$ cat src/rtl/heatwave_if.sv
// Sample strobe in, alarm status and event statistics out.
interface heatwave_if #(
  parameter int unsigned DATA_W = 11,
  parameter int unsigned CNT_W  = 8
) ();
  logic              sample_valid;
  logic [DATA_W-1:0] avg_temp;
  logic              heat_alarm;
  logic              alarm_rise;
  logic              alarm_fall;
  logic [1:0]        state;
  logic [CNT_W-1:0]  run_len;
  logic [DATA_W-1:0] peak_temp;
  logic [CNT_W-1:0]  event_count;

  // Producer side: moving-average stage plus display/alert consumers
  modport master (
    output sample_valid, avg_temp,
    input  heat_alarm, alarm_rise, alarm_fall, state, run_len, peak_temp, event_count
  );

  // Detector side
  modport slave (
    input  sample_valid, avg_temp,
    output heat_alarm, alarm_rise, alarm_fall, state, run_len, peak_temp, event_count
  );
endinterface

$ cat src/rtl/heatwave_detector.sv
// Hysteresis detector: declares a heatwave after ONSET_COUNT consecutive hot
// samples and clears it after CLEAR_COUNT consecutive cool samples.
module heatwave_detector #(
  parameter int unsigned       DATA_W       = 11,
  parameter logic [DATA_W-1:0] HOT_THRESH   = DATA_W'(400),
  parameter logic [DATA_W-1:0] CLEAR_THRESH = DATA_W'(350),
  parameter int unsigned       ONSET_COUNT  = 3,
  parameter int unsigned       CLEAR_COUNT  = 3,
  parameter int unsigned       CNT_W        = 8
) (
  input  logic       clk,
  input  logic       reset,
  heatwave_if.slave  bus
);

  typedef enum logic [1:0] {
    NORMAL   = 2'd0,
    WARMING  = 2'd1,
    HEATWAVE = 2'd2,
    COOLING  = 2'd3
  } state_e;

  localparam logic [CNT_W-1:0] CNT_ONE = CNT_W'(1);
  localparam logic [CNT_W-1:0] CNT_MAX = '1;

  state_e            state_q, state_d;
  logic [CNT_W-1:0]  hot_cnt_q, hot_cnt_d;
  logic [CNT_W-1:0]  cool_cnt_q, cool_cnt_d;
  logic [CNT_W-1:0]  run_len_q, run_len_d;
  logic [CNT_W-1:0]  event_count_q, event_count_d;
  logic [DATA_W-1:0] peak_temp_q, peak_temp_d;
  logic              heat_alarm_q, heat_alarm_d;
  logic              alarm_rise_q, alarm_rise_d;
  logic              alarm_fall_q, alarm_fall_d;

  logic             is_hot, is_cool, onset_hit, clear_hit;
  logic [CNT_W-1:0] hot_inc, cool_inc, run_inc, event_inc;

  // Sample classification and saturating increments
  always_comb begin
    is_hot    = bus.avg_temp >= HOT_THRESH;
    is_cool   = bus.avg_temp <= CLEAR_THRESH;
    hot_inc   = hot_cnt_q + CNT_ONE;
    cool_inc  = cool_cnt_q + CNT_ONE;
    onset_hit = hot_inc == CNT_W'(ONSET_COUNT);
    clear_hit = cool_inc == CNT_W'(CLEAR_COUNT);
    run_inc   = (run_len_q == CNT_MAX) ? run_len_q : run_len_q + CNT_ONE;
    event_inc = (event_count_q == CNT_MAX) ? event_count_q : event_count_q + CNT_ONE;
  end

  // State register and all registered outputs; reset discards any event
  always_ff @(posedge clk) begin
    if (!reset) begin
      state_q       <= NORMAL;
      hot_cnt_q     <= '0;
      cool_cnt_q    <= '0;
      run_len_q     <= '0;
      event_count_q <= '0;
      peak_temp_q   <= '0;
      heat_alarm_q  <= 1'b0;
      alarm_rise_q  <= 1'b0;
      alarm_fall_q  <= 1'b0;
    end else begin
      state_q       <= state_d;
      hot_cnt_q     <= hot_cnt_d;
      cool_cnt_q    <= cool_cnt_d;
      run_len_q     <= run_len_d;
      event_count_q <= event_count_d;
      peak_temp_q   <= peak_temp_d;
      heat_alarm_q  <= heat_alarm_d;
      alarm_rise_q  <= alarm_rise_d;
      alarm_fall_q  <= alarm_fall_d;
    end
  end

  // Next-state: transitions only on a valid sample
  always_comb begin
    state_d = state_q;
    if (bus.sample_valid) begin
      unique case (state_q)
        NORMAL:   if (is_hot) state_d = WARMING;
        WARMING:  if (!is_hot) state_d = NORMAL;
                  else if (onset_hit) state_d = HEATWAVE;
        HEATWAVE: if (is_cool) state_d = COOLING;
        COOLING:  if (!is_cool) state_d = HEATWAVE;
                  else if (clear_hit) state_d = NORMAL;
        default:  state_d = NORMAL;
      endcase
    end
  end

  // Counters, statistics and pulses; everything holds without a strobe
  always_comb begin
    hot_cnt_d     = hot_cnt_q;
    cool_cnt_d    = cool_cnt_q;
    run_len_d     = run_len_q;
    event_count_d = event_count_q;
    peak_temp_d   = peak_temp_q;
    alarm_rise_d  = 1'b0;
    alarm_fall_d  = 1'b0;
    heat_alarm_d  = (state_d == HEATWAVE) || (state_d == COOLING);
    if (bus.sample_valid) begin
      if ((state_q != NORMAL) && (bus.avg_temp > peak_temp_q)) begin
        peak_temp_d = bus.avg_temp;
      end
      unique case (state_q)
        NORMAL: begin
          if (is_hot) begin
            hot_cnt_d   = CNT_ONE;
            run_len_d   = CNT_ONE;
            peak_temp_d = bus.avg_temp;
          end
        end
        WARMING: begin
          if (is_hot) begin
            hot_cnt_d = hot_inc;
            run_len_d = run_inc;
            if (onset_hit) begin
              alarm_rise_d  = 1'b1;
              event_count_d = event_inc;
            end
          end else begin
            hot_cnt_d = '0;
          end
        end
        HEATWAVE: begin
          run_len_d  = run_inc;
          cool_cnt_d = is_cool ? CNT_ONE : '0;
        end
        COOLING: begin
          run_len_d = run_inc;
          if (!is_cool) begin
            cool_cnt_d = '0;
          end else if (clear_hit) begin
            alarm_fall_d = 1'b1;
            hot_cnt_d    = '0;
            cool_cnt_d   = '0;
          end else begin
            cool_cnt_d = cool_inc;
          end
        end
        default: ;
      endcase
    end
  end

  assign bus.heat_alarm  = heat_alarm_q;
  assign bus.alarm_rise  = alarm_rise_q;
  assign bus.alarm_fall  = alarm_fall_q;
  assign bus.state       = state_q;
  assign bus.run_len     = run_len_q;
  assign bus.peak_temp   = peak_temp_q;
  assign bus.event_count = event_count_q;

endmodule

$ cat src/flat_wrapper.sv
// flat-port wrapper written by rule: the top's interface ports become plain ports
module heatwave_detector_flat 
#(
  parameter int unsigned       DATA_W       = 11,
  parameter logic [DATA_W-1:0] HOT_THRESH   = DATA_W'(400),
  parameter logic [DATA_W-1:0] CLEAR_THRESH = DATA_W'(350),
  parameter int unsigned       ONSET_COUNT  = 3,
  parameter int unsigned       CLEAR_COUNT  = 3,
  parameter int unsigned       CNT_W        = 8
)
  (clk, reset, bus_sample_valid, bus_avg_temp, bus_heat_alarm, bus_alarm_rise, bus_alarm_fall, bus_state, bus_run_len, bus_peak_temp, bus_event_count);
  heatwave_if #(.DATA_W(DATA_W), .CNT_W(CNT_W)) bus_i ();
  input  logic clk;
  input  logic reset;
  input wire logic [$bits(bus_i.sample_valid)-1:0] bus_sample_valid;
  input wire logic [$bits(bus_i.avg_temp)-1:0] bus_avg_temp;
  output wire logic [$bits(bus_i.heat_alarm)-1:0] bus_heat_alarm;
  output wire logic [$bits(bus_i.alarm_rise)-1:0] bus_alarm_rise;
  output wire logic [$bits(bus_i.alarm_fall)-1:0] bus_alarm_fall;
  output wire logic [$bits(bus_i.state)-1:0] bus_state;
  output wire logic [$bits(bus_i.run_len)-1:0] bus_run_len;
  output wire logic [$bits(bus_i.peak_temp)-1:0] bus_peak_temp;
  output wire logic [$bits(bus_i.event_count)-1:0] bus_event_count;
  assign bus_i.sample_valid = bus_sample_valid;
  assign bus_i.avg_temp = bus_avg_temp;
  assign bus_heat_alarm = bus_i.heat_alarm;
  assign bus_alarm_rise = bus_i.alarm_rise;
  assign bus_alarm_fall = bus_i.alarm_fall;
  assign bus_state = bus_i.state;
  assign bus_run_len = bus_i.run_len;
  assign bus_peak_temp = bus_i.peak_temp;
  assign bus_event_count = bus_i.event_count;
  heatwave_detector #(.DATA_W(DATA_W), .HOT_THRESH(HOT_THRESH), .CLEAR_THRESH(CLEAR_THRESH), .ONSET_COUNT(ONSET_COUNT), .CLEAR_COUNT(CLEAR_COUNT), .CNT_W(CNT_W)) u_core (.clk(clk), .reset(reset), .bus(bus_i));
endmodule
$ cat config.mk
export PLATFORM = sky130hd
export DESIGN_NAME = heatwave_detector_flat
export DESIGN_NICKNAME = d
export VERILOG_FILES = /design/src/rtl/heatwave_if.sv /design/src/rtl/heatwave_detector.sv /design/src/flat_wrapper.sv
export SDC_FILE = /design/constraint.sdc
export NUM_CORES = 1
export LEC_CHECK = 0
export ABC_CLOCK_PERIOD_IN_PS = 1900
export CORE_UTILIZATION = 49
export CTS_CLUSTER_SIZE = 8
export DETAILED_ROUTE_END_ITERATION = 7
export PLACE_DENSITY = 0.77
export REMOVE_ABC_BUFFERS = 1
export SLEW_MARGIN = 40
export SYNTH_ARGS = -nofsm -noshare
export SYNTH_HDL_FRONTEND = slang
export SYNTH_SLANG_ARGS = --single-unit
$ cat constraint.sdc
create_clock -name clk -period 1.9 [get_ports clk]
set_input_delay 0.475 -clock clk [delete_from_list [all_inputs] [get_ports clk]]
set_output_delay 0.475 -clock clk [all_outputs]
set_load 0.01 [all_outputs]
==> summary.md <==
| Metric | Value |
|---|---|
| Status | `finished, violations left` |
| Failing checks | `negative setup slack` |
| Synth Register Bits | `48` |
| Final slew viol count | `0` |
| Min cycle time layout | `2.24 ns` |
| Layout cells sized above 1 | `0.441` |
| Crit-path cells | `inv_2 -> ha_4 -> nand4_1 -> a211oi_4 -> a2111oi_4 -> o31ai_4 -> buf_6 -> nand3_2 -> o31ai_2` |
| Yosys warns | `0` |
| Die X | `78.4 um` |
| Setup WS pre-CTS | `-0.827 ns` |
| CTS Buf Count | `5` |
| Main synth FF type | `dfxtp_1` |
| Placed cells | `520` |
| Final Cell Area | `4670 um2` |
| P_leak | `1.76 nW` |
| Antenna fix cells | `0` |
| EDFF count, synth | `0` |
| # IOs | `46` |
| RSZ-0062 raised after global routing | `yes` |
| DRT iter0 DRCs | `363` |
| Detailed Routing Iterations Pass 1 | `6` |
| CP bufs+invs | `2` |
| Routed WL | `11900 um` |
| Fin util | `0.838` |
| Initial antenna violation count | `0` |
| Slowest stage delay, CP | `0.45 ns` |
| Syn avg cell area | `8.32 um2` |
| Gpl congestion | `0.935` |
| Worst path slowest cell | `o31ai_4` |
| Sequential fraction of the synthesis area | `0.336` |
| Final worst slack | `-0.345 ns` |
| Die height | `78.4 um` |
| Site Rows | `27` |
| Crit-path leading delay family | `compound AO/OA/AOI/OAI gates` |
| Via density | `6.54` |
| Fin crit share | `1.18` |
| Die area | `6150 um2` |
| Global-route wire length before repair | `16100 um` |
| Detailed placement HPWL | `5810 um` |
| # fillers | `271` |
| Core ar. | `5570 um2` |
| Fmax achieved | `446 MHz` |
| CP Max Fanout | `6` |
| Clk_skew | `0.00918 ns` |
| Crit path DAT | `2.48 ns` |
| Final ANT Viol Nets | `0` |
| Tot GR Track Use | `0.337` |
| Storage element area | `986 um2` |
| Clk slew on worst S/H paths | `0.10 ns` |
| Clock root buffer | `clkbuf_8` |
| Area of the multi-input gates | `2220 um2` |
| Placement-stage cell area | `3920 um2` |
| Biggest area consumer among synthesized cells | `dfxtp_1` |
| Clock Sinks | `48` |
| Hold Violations, Final | `0` |
| Mapped cell area | `2860 um2` |
| Rel. slew slack | `0.726` |
| Nets | `502` |
| FFs w/ async S/R, synth | `0` |
| H-tree levels | `2` |
| Required @ worst endpoint | `2.14 ns` |
| CTS tree | `yes` |
| # port buffers | `45` |
| Synth-to-layout area growth | `63.2%` |
| Synth unique cells | `60` |
| Clock Path Buffers | `2` |
| Startpoint types | `flip-flop` |
| Max-Cap Viols | `0` |
| Largest net degree at the start of global routing | `26` |
| Synth top area cells | `dfxtp_1 34%, ha_1 7.4%, nand3_1 4.9%, a21oi_1 3.5%, o31ai_1 3.4%` |
| Synth top area share | `0.336` |
| Worst Tran Pin Value | `0.411 ns` |
| Initial Util | `0.514` |
| Wirelength per Cell | `21.8 um` |
| Power per cell area | `560 nW/um2` |
| Setup crit end kind | `flip-flop` |
| Grt total ovfl | `0` |
| Layout Cells excl Fill | `544` |
| Min-delay worst type | `in2reg` |
| Most frequent cells in the layout | `80 x buf_4, 32 x clkdlybuf4s50_1, 32 x dfxtp_1, 23 x nand2_1, 19 x a21oi_1` |
| DRC | `0` |
| Vias in the first global route | `3385` |
| Setup CP Type | `reg2reg` |
| Leading cell type in the layout, fill and taps excluded | `buf_4` |
| Final setup viols | `20` |
| Synth Instances | `344` |
| Worst-Skew Late Latency | `0.32 ns` |
| Vias post-DR | `3559` |
| Max VDD drop | `0.448 mV` |
==> power by group <==
group	switching, W	total [W]	internal, W
Sequential	0.0000448	0.00109	0.00104
Combinational	0.000375	0.000723	0.000347
Clock	0.000405	0.000802	0.000397
==> cells in the mapped netlist (all sizes together), types with 2 or more instances <==
library cell  instances
a2111oi               2
a211oi                3
a21boi                2
a21oi                22
a22o                  2
a31oi                 3
a41oi                 2
and3                  6
and4                  3
buf                   7
clkbuf               12
dfxtp                48
ha                   17
inv                  18
mux2i                 5
nand2                26
nand2b                7
nand3                29
nand3b                5
nand4                13
nor2                 18
nor2b                 6
nor3                 11
nor3b                 5
nor4                  4
o211ai                3
o21a                  4
o21ai                14
o2bb2ai               5
o31ai                13
or3                   3
or4                   2
or4b                  2
xnor2                 2
xor2                  7
==> flip-flops by register name, summed over array words and instances, names as in the netlist <==
register                count
u_core.bus.peak_temp       11
u_core.bus.event_count      8
u_core.bus.run_len          8
u_core.cool_cnt_q           8
u_core.hot_cnt_q            8
u_core.bus.state            2
u_core.bus.alarm_fall       1
u_core.bus.alarm_rise       1
u_core.bus.heat_alarm       1
==> cell families (layout without fill, tap and decap cells) <==
| logic type | count (synthesis) | after routing | synth area share |
|---|---|---|---|
| AND/OR/NAND/NOR | 143 | 143 | 0.276 |
| AO/OA/AOI/OAI | 83 | 83 | 0.208 |
| flip-flops | 48 | 48 | 0.336 |
| buffers and inverters | 38 | 166 | 0.0520 |
| adder cells (fa/ha/maj) | 17 | 17 | 0.0743 |
| XOR/XNOR | 9 | 9 | 0.0275 |
| multiplexers | 6 | 6 | 0.0258 |
==> worst register-to-register path, stage by stage (launching register included) <==
cell and delay (ns):
dfxtp_2 0.36, inv_2 0.07, ha_4 0.29, nand4_1 0.21, a211oi_4 0.31, a2111oi_4 0.11, o31ai_4 0.45, buf_6 0.21
nand3_2 0.09, o31ai_2 0.07
==> metal layers <==
| metal | wire (um) | vias to the layer above | track usage | share of wire |
|---|---|---|---|---|
| met1 | 4450 | 1718 | 0.377 | 0.37 |
| met4 | 639 | 0 | 0.172 | 0.054 |
| li1 | - | 1522 | - | - |
| met2 | 5830 | 251 | 0.611 | 0.49 |
| met3 | 953 | 68 | 0.0547 | 0.080 |
| met5 | 0 | - | 0 | 0 |
==> final timing paths <==
kind,startpoint,slack (ns),cells after the start,end
hold / removal,bus_avg_temp[8],0.41,3,u_core.bus.peak_temp[8]
setup reg to reg,u_core.bus.peak_temp[5],-0.34,9,u_core.bus.peak_temp[7]
setup / recovery,u_core.bus.peak_temp[5],-0.34,9,u_core.bus.peak_temp[7]
hold reg to reg,u_core.bus.peak_temp[0],0.50,2,u_core.bus.peak_temp[0]
==> cell type report <==
cell class                      count  area share
Sequential cell                    48       0.211
Timing Repair Buffer              139       0.255
Clock buffer                        5      0.0147
Multi-Input combinational cell    258       0.475
Clock inverter                      3     0.00991
Tap cell                           72      0.0193
Inverter                           19      0.0153
==> timing repair <==
action	4_1_cts	5_1_grt
pin swaps	32	17
hold endpoints to repair	0	0
hold buffers	0	0
gates cloned	1	0
setup endpoints to repair	48	48
setup buffers	10	6
resized for setup	122	53
==> through the flow <==
step | power (W) | setup TNS (ns) | hold WS (ns)
2_1_floorplan | 0.00129 | -10.32 | 0.487
3_3_place_gp | 0.00158 | -28.58 | 0.469
3_5_place_dp | 0.00159 | -31.80 | 0.477
4_1_cts | 0.00246 | -0.451 | 0.449
5_1_grt | 0.00267 | -4.89 | 0.413
6_report | 0.00261 | -3.91 | 0.412
Power figures use the tool's default switching activity.
